--- src/rtl/ps2_key_decoder.sv ---
// ps2_key_decoder: scancode-set-2 parser feeding the game logic.
// Decodes E0/F0/E1 prefixes, tracks held direction/fire keys and queues
// make events in a first-word-fall-through FIFO with a registered head.
//
//   state    | meaning
//   ---------+------------------------------------------------
//   S_IDLE   | waiting for a scancode or a prefix byte
//   S_EXT    | E0 seen, next byte is an extended make (or F0)
//   S_BRK    | F0 seen, next byte is a non-extended break
//   S_EXT_BRK| E0 F0 seen, next byte is an extended break
//   S_SKIP   | swallowing the remaining bytes of the Pause sequence
module ps2_key_decoder #(
  parameter int FIFO_DEPTH     = 8,
  parameter int TIMEOUT_CYCLES = 50000,
  parameter int REPEAT_FILTER  = 1
) (
  input  logic                          i_clock,
  input  logic                          i_reset,
  input  logic                          i_ps2_key_pressed,
  input  logic [7:0]                    i_ps2_key_data,
  output logic [3:0]                    o_dir_held,
  output logic                          o_space_held,
  output logic                          o_evt_valid,
  output logic [8:0]                    o_evt_data,
  input  logic                          i_evt_pop,
  output logic [$clog2(FIFO_DEPTH):0]   o_evt_count,
  output logic                          o_evt_overflow,
  input  logic                          i_ovf_clr,
  output logic                          o_sync_error
);

  localparam int AW = $clog2(FIFO_DEPTH);
  localparam int CW = AW + 1;
  localparam int TW = $clog2(TIMEOUT_CYCLES) + 1;

  typedef enum logic [2:0] {
    S_IDLE    = 3'd0,
    S_EXT     = 3'd1,
    S_BRK     = 3'd2,
    S_EXT_BRK = 3'd3,
    S_SKIP    = 3'd4
  } state_t;

  state_t          r_state, w_state_nxt;
  logic [2:0]      r_skip_cnt, w_skip_nxt;
  logic [TW-1:0]   r_tmo;
  logic            r_sync_error;

  logic [3:0]      r_arrow, r_wasd;
  logic            r_space;

  logic [8:0]      r_mem [FIFO_DEPTH];
  logic [AW-1:0]   r_wr_ptr, r_rd_ptr;
  logic [CW-1:0]   r_count;
  logic [8:0]      r_head;
  logic            r_overflow;

  logic            w_make, w_break, w_ext, w_timeout;
  logic [3:0]      w_hit_arrow, w_hit_wasd;
  logic            w_hit_space, w_tracked, w_already, w_push;
  logic            w_do_push, w_do_pop;
  logic [AW-1:0]   w_rd_inc;
  logic [8:0]      w_push_data;

  // Parser next-state: byte classification, Pause skipping and prefix timeout
  always_comb begin
    w_state_nxt = r_state;
    w_skip_nxt  = r_skip_cnt;
    w_make      = 1'b0;
    w_break     = 1'b0;
    w_ext       = 1'b0;
    w_timeout   = 1'b0;
    if (i_ps2_key_pressed) begin
      case (r_state)
        S_IDLE: begin
          if (i_ps2_key_data == 8'hE0) begin
            w_state_nxt = S_EXT;
          end else if (i_ps2_key_data == 8'hF0) begin
            w_state_nxt = S_BRK;
          end else if (i_ps2_key_data == 8'hE1) begin
            w_state_nxt = S_SKIP;
            w_skip_nxt  = 3'd7;
          end else begin
            w_make = 1'b1;
          end
        end
        S_EXT: begin
          if (i_ps2_key_data == 8'hF0) begin
            w_state_nxt = S_EXT_BRK;
          end else if (i_ps2_key_data != 8'hE0) begin
            w_make      = 1'b1;
            w_ext       = 1'b1;
            w_state_nxt = S_IDLE;
          end
        end
        S_BRK: begin
          w_break     = 1'b1;
          w_state_nxt = S_IDLE;
        end
        S_EXT_BRK: begin
          w_break     = 1'b1;
          w_ext       = 1'b1;
          w_state_nxt = S_IDLE;
        end
        S_SKIP: begin
          w_skip_nxt = r_skip_cnt - 3'd1;
          if (r_skip_cnt <= 3'd1) w_state_nxt = S_IDLE;
        end
        default: w_state_nxt = S_IDLE;
      endcase
    end else if (r_state != S_IDLE && r_tmo == TW'(TIMEOUT_CYCLES - 1)) begin
      w_timeout   = 1'b1;
      w_state_nxt = S_IDLE;
    end
  end

  // Tracked-key lookup and repeat filtering for the current byte
  always_comb begin
    w_hit_arrow = 4'b0000;
    w_hit_wasd  = 4'b0000;
    w_hit_space = 1'b0;
    if (w_ext) begin
      w_hit_arrow[3] = (i_ps2_key_data == 8'h75);
      w_hit_arrow[2] = (i_ps2_key_data == 8'h72);
      w_hit_arrow[1] = (i_ps2_key_data == 8'h6B);
      w_hit_arrow[0] = (i_ps2_key_data == 8'h74);
    end else begin
      w_hit_wasd[3] = (i_ps2_key_data == 8'h1D);
      w_hit_wasd[2] = (i_ps2_key_data == 8'h1B);
      w_hit_wasd[1] = (i_ps2_key_data == 8'h1C);
      w_hit_wasd[0] = (i_ps2_key_data == 8'h23);
      w_hit_space   = (i_ps2_key_data == 8'h29);
    end
    w_tracked = (|w_hit_arrow) | (|w_hit_wasd) | w_hit_space;
    w_already = (|(w_hit_arrow & r_arrow)) | (|(w_hit_wasd & r_wasd)) |
                (w_hit_space & r_space);
    w_push    = w_make & ~((REPEAT_FILTER != 0) & w_tracked & w_already);
  end

  // FIFO handshake: a pop frees the slot a same-cycle push needs when full
  always_comb begin
    w_do_pop    = i_evt_pop & (r_count != '0);
    w_do_push   = w_push & ((r_count != CW'(FIFO_DEPTH)) | w_do_pop);
    w_rd_inc    = r_rd_ptr + AW'(1);
    w_push_data = {w_ext, i_ps2_key_data};
  end

  // Parser state, skip counter, prefix timer and sync_error pulse
  always_ff @(posedge i_clock) begin
    if (i_reset) begin
      r_state      <= S_IDLE;
      r_skip_cnt   <= '0;
      r_tmo        <= '0;
      r_sync_error <= 1'b0;
    end else begin
      r_state      <= w_state_nxt;
      r_skip_cnt   <= w_skip_nxt;
      r_sync_error <= w_timeout;
      if (i_ps2_key_pressed || r_state == S_IDLE || w_timeout) r_tmo <= '0;
      else                                                   r_tmo <= r_tmo + TW'(1);
    end
  end

  // Held-key flags: makes set, breaks clear, untracked codes hit nothing
  always_ff @(posedge i_clock) begin
    if (i_reset) begin
      r_arrow <= '0;
      r_wasd  <= '0;
      r_space <= 1'b0;
    end else if (w_make) begin
      r_arrow <= r_arrow | w_hit_arrow;
      r_wasd  <= r_wasd  | w_hit_wasd;
      r_space <= r_space | w_hit_space;
    end else if (w_break) begin
      r_arrow <= r_arrow & ~w_hit_arrow;
      r_wasd  <= r_wasd  & ~w_hit_wasd;
      r_space <= r_space & ~w_hit_space;
    end
  end

  // Event storage; contents need no reset since pointers gate visibility
  always_ff @(posedge i_clock) begin
    if (w_do_push) r_mem[r_wr_ptr] <= w_push_data;
  end

  // FIFO pointers, occupancy, registered head and sticky overflow
  always_ff @(posedge i_clock) begin
    if (i_reset) begin
      r_wr_ptr   <= '0;
      r_rd_ptr   <= '0;
      r_count    <= '0;
      r_head     <= '0;
      r_overflow <= 1'b0;
    end else begin
      if (w_do_push) r_wr_ptr <= r_wr_ptr + AW'(1);
      if (w_do_pop)  r_rd_ptr <= w_rd_inc;
      case ({w_do_push, w_do_pop})
        2'b10:   r_count <= r_count + CW'(1);
        2'b01:   r_count <= r_count - CW'(1);
        default: r_count <= r_count;
      endcase
      if (w_do_pop) begin
        if (r_count != CW'(1))  r_head <= r_mem[w_rd_inc];
        else if (w_do_push)     r_head <= w_push_data;
      end else if (r_count == '0 && w_do_push) begin
        r_head <= w_push_data;
      end
      if (w_push && !w_do_push) r_overflow <= 1'b1;
      else if (i_ovf_clr)       r_overflow <= 1'b0;
    end
  end

  assign o_dir_held     = r_arrow | r_wasd;
  assign o_space_held   = r_space;
  assign o_evt_valid    = (r_count != '0);
  assign o_evt_data     = r_head;
  assign o_evt_count    = r_count;
  assign o_evt_overflow = r_overflow;
  assign o_sync_error   = r_sync_error;

endmodule

--- config.mk ---
export PLATFORM = sky130hd
export DESIGN_NAME = ps2_key_decoder
export DESIGN_NICKNAME = d
export VERILOG_FILES = /design/src/rtl/ps2_key_decoder.sv
export SDC_FILE = /design/constraint.sdc
export NUM_CORES = 1
export LEC_CHECK = 0
export CORE_ASPECT_RATIO = 1.5
export CORE_MARGIN = 5
export CORE_UTILIZATION = 40
export CTS_CLUSTER_SIZE = 40
export DETAILED_ROUTE_END_ITERATION = 10
export GPL_ROUTABILITY_DRIVEN = 0
export GPL_TIMING_DRIVEN = 1
export PLACE_DENSITY = 0.67
export SLEW_MARGIN = 20
export SYNTH_ARGS = -nofsm -noshare
export SYNTH_HDL_FRONTEND = slang
export SYNTH_SLANG_ARGS = --single-unit
--- constraint.sdc ---
create_clock -name i_clock -period 4.2 [get_ports i_clock]
set_input_delay 0.84 -clock i_clock [delete_from_list [all_inputs] [get_ports i_clock]]
set_output_delay 0.84 -clock i_clock [all_outputs]
set_load 0.05 [all_outputs]
# Word level (Yosys, flattened, before mapping)
# Memory sizes are Yosys's and may differ from the RTL's.
# Cells that the tools add are included.
word_totals:
  ff_bits: 53
  latch_bits: 0
  ramBits: 72
  romBits: 0
  input_bits: 13
  out_inout_bits: 21
  wordCells: 141
  memories: 1
mem_list:
  columns: ["memory", "words", "width", "read_ports", "rd_clocked_by_memory_dff", "write_ports", "line_no", "source"]
  rows:
  - ["r_mem", 8, 9, 1, 0, 1, "52", "logic [8:0] r_mem [FIFO_DEPTH];"]
op_classes:
  add_sub_neg: 6
  n_mul: 0
  div: 0
  magnitude_cmp: 1
  eq_ne: 29
  shifts: 0
  mux: 44
  n_bitwise: 23
  n_reduce_logical: 25
op_table:
  columns: ["cell", "count"]
  rows:
  - ["$mux 9", 4]
  - ["$mux 3", 11]
  - ["$eq 8x7->1 const B", 4]
  - ["$eq 8x5->1 const B", 3]
  - ["$eq 8x8->1 const B", 3]
  - ["$mux 4", 6]
  - ["$mux 1", 18]
  - ["$add 17x1->17 const B", 1]
  - ["$eq 17x16->1 const B", 1]
  - ["$and 4x4->4", 4]
  - ["$eq 8x6->1 const B", 2]
  - ["$reduce_or 4->1", 4]
  - ["$or 4x4->4", 3]
  - ["$reduce_bool 2->1", 6]
  - ["$pmux 3 s3", 1]
  - ["$ne 4x4->1 const B", 2]
  - ["$ne 8x8->1 const B", 1]
  - ["$not 4->4", 2]
  - ["$pmux 4 s2", 1]
  - ["$add 3x1->3 const B", 2]
  - ["$and 1x1->1", 6]
  - ["$eq 3x2->1 const B", 2]
  - ["$ne 2x2->1 const B", 3]
  - ["$or 1x1->1", 6]
  - ["other kinds (26)", 32]

# Logic depth before layout (Yosys ltp)
# Gate-level depths: netlist of the first run.
logic_depth:
  word_depth: 17
  mapped_depth: 9
  depth_no_buf: 8

# Worst setup path after synthesis of the first run
# OpenSTA, ideal clock, no wires.
synth_timing:
  path_type: "in2reg"
  from: "input port i_ps2_key_data[0]"
  to: "memory r_mem[0][0] (enable)"
  setup_ps: 387
  arrival_ps: 2894
  t_required_ps: 3813
  setup_slack_ps: 919
  stages: 6
  n_path_buf: 0
  cell_sequence: "mux2_2 a32o_1 a32oi_1 nand3_2 or3_1 nor3_1"
synth_between:
  elab_chain_cells: 16
  elab_cells_between_ends: 42
  cone_classes: "13 x eq/ne; 14 x mux; 11 x bitwise; 4 x reduce/logical"
synth_lines:
  columns: ["item", "line_no", "source"]
  rows:
  - ["start, declared", "20", "input logic [7:0] i_ps2_key_data,"]
  - ["$ne 8x8->1", "90", "end else if (i_ps2_key_data != 8'hE0) begin"]
  - ["$mux 1", "90", null]
  - ["$mux 1", "88", "if (i_ps2_key_data == 8'hF0) begin"]
  - ["$pmux 1 s2", "74", "case (r_state)"]
  - ["$mux 1", "73", "if (i_ps2_key_pressed) begin"]
  - ["$mux 4", "122", "if (w_ext) begin"]
  - ["$and 4x4->4", "135", "w_already = (|(w_hit_arrow & r_arrow)) | (|(w_hit_wasd & r_wasd)) |"]
  - ["$reduce_or 4->1", "135", null]
  - ["$or 1x1->1 (2 in a row)", "135", null]
  - ["$and 1x1->1", "137", "w_push = w_make & ~((REPEAT_FILTER != 0) & w_tracked & w_already);"]
  - ["$not 1->1", "137", null]
  - ["$and 1x1->1 (*)", "137", null]
  - ["$and 1x1->1 (*)", "143", "w_do_push = w_push & ((r_count != CW'(FIFO_DEPTH)) | w_do_pop);"]
  - ["$mux 1 (*)", "183", "if (w_do_push) r_mem[r_wr_ptr] <= w_push_data;"]
  - ["$mux 1 (implied by the code) (*)", "183", null]
  - ["end, declared", "52", null]
# Every way passes the cells marked *; elsewhere a longest branch is shown, timed or not.

# Final worst setup path of the first run
layout_timing:
  from: "input port i_ps2_key_data[2]"
  to: "memory r_mem[5][0] (enable)"
# Same word-level chain as after synthesis.

==> impl_metrics.toml, run 1 <==
[status]
status = "completed"

[global_routing]
grt_pass1_wl_um = 19600
grt_start_max_net_pins = 41
antenna_found_initial = 0
grt-ovfl-total = 0
grt_pass1_vias = 3923
grt_usage_pct = 15.3

[sta]
clock_skew_ns = 0.00676
hold_viol = 0
fmax_mhz = 285
period_needed_ns = 3.50
slew_viol_final = 0
fin_crit_sh_pct = 83.4
rsz0062_at_grt = "no"
slew_headroom_pct = 34.2
max_slew.worst_pin.slew_ns = 0.984
tns_ns = 0
finalSetupViolations = 0
hold_slack_ns = 0.466

[synthesis]
async_reset_ff_share_pct = 0
yosysTopAreaCell = "edfxtp_1"
synth_cell_types = 60
yosysWarningCount = 0
synth_nets = 493
synth_area_um2 = 5650
synth_seq_cells = 125
syn_inst = 473
synth_area_leaders = "edfxtp_1 38%, dfxtp_1 19%, mux4_2 7.2%"
synth-edff-count = 72
yosysTopAreaCellShare_pct = 38.3
syn_area_per_cell_um2 = 11.9
yosysSeqAreaShare_pct = 57.1
ys.flop_type = "edfxtp_1"

[route]
route.met3.wl_um = 309
num_vias = 3839
routed_via_density = 5.45
antenna_left = 0
route.detailed.drc = 0
routed-wl-met2_um = 6840
top_layer_used = "met4"
met1_length_um = 4770
drtPass1Iterations = 4
drtIter0Drc = 278
wl_per_cell_um = 17.3
wirelength_um = 12200

[clock_network]
cts_tree = "done"
clock_sinks = 125
cts_buffers = 17
postCtsSetupRepairBufs = 0
ctsHoldBuffers = 0
cts_resized = 0
path_clk_slew_ns = 0.06
clockBufferDepth = 2
cts-root-buf = "clkbuf_16"
clk_latency_ns = 0.41
cts.htree.levels = 4

[critical_path]
crit_start = "i_ps2_key_data[2]"
r2r-end = "r_mem[5][0]$_DFFE_PP_"
critical-path-top-delay-family = "simple AND/OR/NAND/NOR gates"
path_buf_inv = 2
r2r-start = "r_state[2]$_SDFFE_PP0P_"
crit_fanout = 13
path_cells = "clkdlybuf4s50_1 -> and4bb_2 -> and3_1 -> o21ai_1 -> and3_1 -> nand3_1 -> buf_4 -> nor2_1"
crit_slowest_cell = "nor2_1"
r2r_cells = 7
crit_type = "in -> reg"
r2r_setup_slack_ns = 1.30
crit_top_cell = "and3_1"
end_kind = "register"
critPathLaunchType = "input port"
crit_arrival_ns = 3.53
required_ns = 4.22
slowest_delay_ns = 0.75

[floorplanning]
die_w_um = 107
start_util_pct = 40.5
die_y_um = 156
die_area_um2 = 16600
num_io_pins = 34
rows = 53
coreArea_um2 = 13900

[cells_and_area]
nNetsFinal = 546
fill_cells = 1217
diodes = 0
multi_input_area_um2 = 2310
final_common_cell = "edfxtp_1"
final_cell_mix = "72 x edfxtp_1, 58 x nor2_1, 53 x dfxtp_1"
syn2layout_area_growth_pct = 21.3
drive_gt1_share_pct = 16.9
seq_area_um2 = 3220

[min_path]
holdPathStages = 1
min_from = "r_tmo[0]$_SDFF_PP0_"
min_to = "r_tmo[0]$_SDFF_PP0_"
hp-class = "reg -> reg"

[place]
place_hpwl_um = 8700
numPortBuffers = 33

[power]
pwr_density_cell_nw_per_um2 = 572
ir_drop_mv = 0.246
p_leak_uw = 0.00235

[job]
drv_cap = 0
[routing by layer]
metal  vias up  GRT usage (%)
met3        25           3.32
met4         0           7.43
li1       1859              -
met2        70           28.6
met5         -              0
met1      1885           15.9
[area by class of cell]
class | count | share of cell area [%]
Clock buffer | 21 | 7.20
Clock inverter | 11 | 1.15
Inverter | 7 | 0.384
Multi-Input combinational cell | 318 | 33.7
Sequential cell | 125 | 47.1
Tap cell | 165 | 3.02
Timing Repair Buffer | 57 | 7.46
[synth_stat cells, drive strengths merged (2+ instances only)]
cell type	n
nor2	58
or2	7
nand3b	3
mux2i	24
nor4bb	2
nor3	10
and4b	2
o21ai	23
or3	3
or3b	2
xnor2	7
nand4	7
and3	6
nor2b	9
dfxtp	53
nor4	3
mux2	5
inv	7
clkbuf	18
ha	7
nand2	32
nand2b	6
nor3b	5
o21a	3
buf	5
xor2	11
mux4	18
and3b	2
and2	4
edfxtp	72
a21oi	18
o211a	2
nand3	17
nor4b	4
[flip-flops by register name, indices dropped and copies added, names as in the netlist, named ones only]
register	cells
o_evt_count	4
o_evt_data	9
o_evt_overflow	1
o_sync_error	1
r_mem	72
r_rd_ptr	3
r_skip_cnt	3
r_state	3
r_tmo	17
r_wr_ptr	3
[logic make-up (layout without fill, tap and decap cells)]
group	count (synthesis)	in the layout	synth area share [%]
AO/OA/AOI/OAI	60	60	6.76
buffers and inverters	30	96	2.22
multiplexers	47	47	12.4
AND/OR/NAND/NOR	186	186	17.2
XOR/XNOR	18	18	2.79
adder cells (fa/ha/maj)	7	7	1.55
flip-flops	125	125	57.1
[worst max-delay path by stage]
stage          slack [ns]  depth (start not counted)                     to
3_5_place_dp         0.28                          8  r_mem[5][0]$_DFFE_PP_
4_1_cts              0.69                          8  r_mem[5][0]$_DFFE_PP_
3_3_place_gp         0.34                          8  r_mem[5][0]$_DFFE_PP_
6_report             0.70                          8  r_mem[5][0]$_DFFE_PP_
5_1_grt              0.53                          8  r_mem[5][0]$_DFFE_PP_
2_1_floorplan        0.92                          6  r_mem[0][0]$_DFFE_PP_
[stage by stage]
stage | area, um2 | util, % | instances | power (uW) | setup WS (ns)
finish | 6850 | 49.2 | 704 | 3920 | 0.697
CTS | 6840 | 49.1 | 704 | 3960 | 0.693
floorplan | 5650 | - | 473 | 2260 | 0.919
detailed placement | 6270 | 45.0 | 672 | 2590 | 0.275
global route | 6850 | 49.2 | 704 | 4100 | 0.527
global placement | 6270 | 45.0 | 672 | 2570 | 0.343
[worst register-to-register path, stage by stage, from the launching register on]
cell	delay [ns]
dfxtp_1	0.50
and3b_1	0.26
and2_0	0.23
a32oi_1	0.27
and3_1	0.23
nand3_1	0.12
buf_4	0.16
nor2_1	0.75
[power by group]
group	internal, uW	total, uW	switching [uW]
clock network	842	1380	534
logic	471	1110	642
registers	1370	1430	51.0
total	2690	3920	1230
Note: power is estimated with default switching activity, not from simulation.
==> run 2: changes to the inputs <==
==> constraint.sdc (replaced) <==
create_clock -name i_clock -period 3.35 [get_ports i_clock]
set_input_delay 0.67 -clock i_clock [delete_from_list [all_inputs] [get_ports i_clock]]
set_output_delay 0.67 -clock i_clock [all_outputs]
set_load 0.05 [all_outputs]
==> run 2 against run 1 <==
  * First-iteration DRC count increased by 0.72%
  * Worst setup slack lost 0.37 ns
  * Critical path depth is 2 lower
  * Sequential share of layout area fell by 1.1 points
  * Sequential power grew 25%
  * Cell area increased by 2.3%
  * Combinational power grew 28%
  * Register-to-register slack got worse by 0.50 ns
==> impl_metrics.toml, run 2 (synthesized netlist as in run 1, its figures left out) <==
[status]
status = "completed"

[cells_and_area]
top_register = "r_mem"
nNetsFinal = 558
syn2layout_area_growth_pct = 24.1
diodes = 0
largest_reg_flops = 72
drive_gt1_share_pct = 18.5
final_cells = 716
final_common_cell = "edfxtp_1"
final_cell_mix = "72 x edfxtp_1, 58 x nor2_1, 53 x dfxtp_1"

[critical_path]
crit_arrival_ns = 2.35
crit_type = "reg -> out"
required_ns = 2.68
end_kind = "output pin"
critPathLaunchType = "register"
crit_fanout = 6

[sta]
fin_crit_sh_pct = 90.2
rsz0062_at_grt = "no"
finalSetupViolations = 0
hold_viol = 0
fmax_mhz = 331
layout_setup_ws_ns = 0.329
period_needed_ns = 3.02
tns_ns = 0
slew_viol_final = 0
hold_slack_ns = 0.460
slew_headroom_pct = 40.3
max_slew.worst_pin.slew_ns = 0.895
clock_skew_ns = 0.00851

[clock_network]
clockBufferDepth = 2
postCtsSetupRepairBufs = 0
ctsHoldBuffers = 0
path_clk_slew_ns = 0.05
cts_resized = 0
cts_tree = "done"
cts_buffers = 17
cts.htree.levels = 4
clock_sinks = 125
cts-root-buf = "clkbuf_16"
clk_latency_ns = 0.41

[route]
routed-wl-met2_um = 7290
wirelength_um = 12900
wl_per_cell_um = 18.1
top_layer_used = "met4"
antenna_left = 0
num_vias = 3985
route.detailed.drc = 0
route.met3.wl_um = 520
met1_length_um = 4800
drtIter0Drc = 280
drtPass1Iterations = 5
routed_via_density = 5.57

[floorplanning]
die_w_um = 107
coreArea_um2 = 13900
die_area_um2 = 16600
die_y_um = 156
start_util_pct = 40.5
rows = 53
num_io_pins = 34

[global_routing]
antenna_found_initial = 0
grt_pass1_wl_um = 20800
grt_pass1_vias = 4100
grt_usage_pct = 16.3
grt-ovfl-total = 0
grt_start_max_net_pins = 41

[power]
power_frac_seq_pct = 34.4
p_sw_share_pct = 30.0
p_leak_uw = 0.00244
p_clk_share_pct = 38.4
power_frac_comb_pct = 27.2
internal-power_uw = 3650
p_sw_uw = 1560
ir_drop_mv = 0.359
pwr_density_cell_nw_per_um2 = 744

[place]
place_hpwl_um = 9100
dp.cells = 684
numPortBuffers = 33
dp_slack_ns = 0.0248

[min_path]
hp-class = "reg -> reg"

[job]
drv_cap = 0
run 2: changes by cell type in the layout (fill, tap and decap cells not counted), sizes merged:
cell,change
clkbuf,-2
inv,-1
bufinv,+5
buf,+12
clkinvlp,-2
run 2: critical path: stages (launching register included):
cell and delay (ns):
dfxtp_1 0.43, inv_1 0.11, ha_1 0.24, nand2b_1 0.17, nor2_1 0.11, inv_1 0.07, clkdlybuf4s50_1 0.79
run 2: path summary, 6_finish.rpt:
kind | to | depth (start not counted) | slack, ns | from
setup / recovery | o_evt_valid | 6 | 0.33 | o_evt_count[0]$_SDFFE_PP0P_
hold / removal | r_rd_ptr[1]$_SDFFE_PP0P_ | 2 | 0.46 | r_rd_ptr[1]$_SDFFE_PP0P_
setup reg to reg | r_mem[0][0]$_DFFE_PP_ | 7 | 0.80 | r_state[2]$_SDFFE_PP0P_
hold reg to reg | r_rd_ptr[1]$_SDFFE_PP0P_ | 2 | 0.46 | r_rd_ptr[1]$_SDFFE_PP0P_
run 2: cell type report:
type / instances / area, um2
fill: 1203 / 6920
sequential: 125 / 3220
multi-input combinational: 318 / 2300
timing repair buffer: 69 / 601
clock buffer: 19 / 433
clock inverter: 13 / 214
tap: 165 / 206
inverter: 7 / 26.3
run 2: metal layers:
| layer | GRT usage [%] | vias up |
|---|---|---|
| met5 | 0 | - |
| met4 | 6.58 | 0 |
| met3 | 3.86 | 28 |
| met2 | 31.0 | 109 |
| met1 | 16.9 | 1961 |
| li1 | - | 1887 |
run 2: power groups by stage:
stage                     registers [uW]  logic, uW  clock network, uW
after global placement              1820       1410                  0
after detailed placement            1830       1430                  0
after global routing                1810       1540               2100
after CTS                           1790       1440               2030
after floorplan                     2010        818                  0
final                               1790       1420               2000
run 2: through the flow:
| stage | instance area (um2) | total power, uW | utilization [%] |
|---|---|---|---|
| finish | 7010 | 5210 | 50.3 |
| global route | 7010 | 5450 | 50.3 |
| global placement | 6360 | 3230 | 45.7 |
| CTS | 7010 | 5260 | 50.3 |
| floorplan | 5650 | 2830 | - |
| detailed placement | 6360 | 3260 | 45.7 |
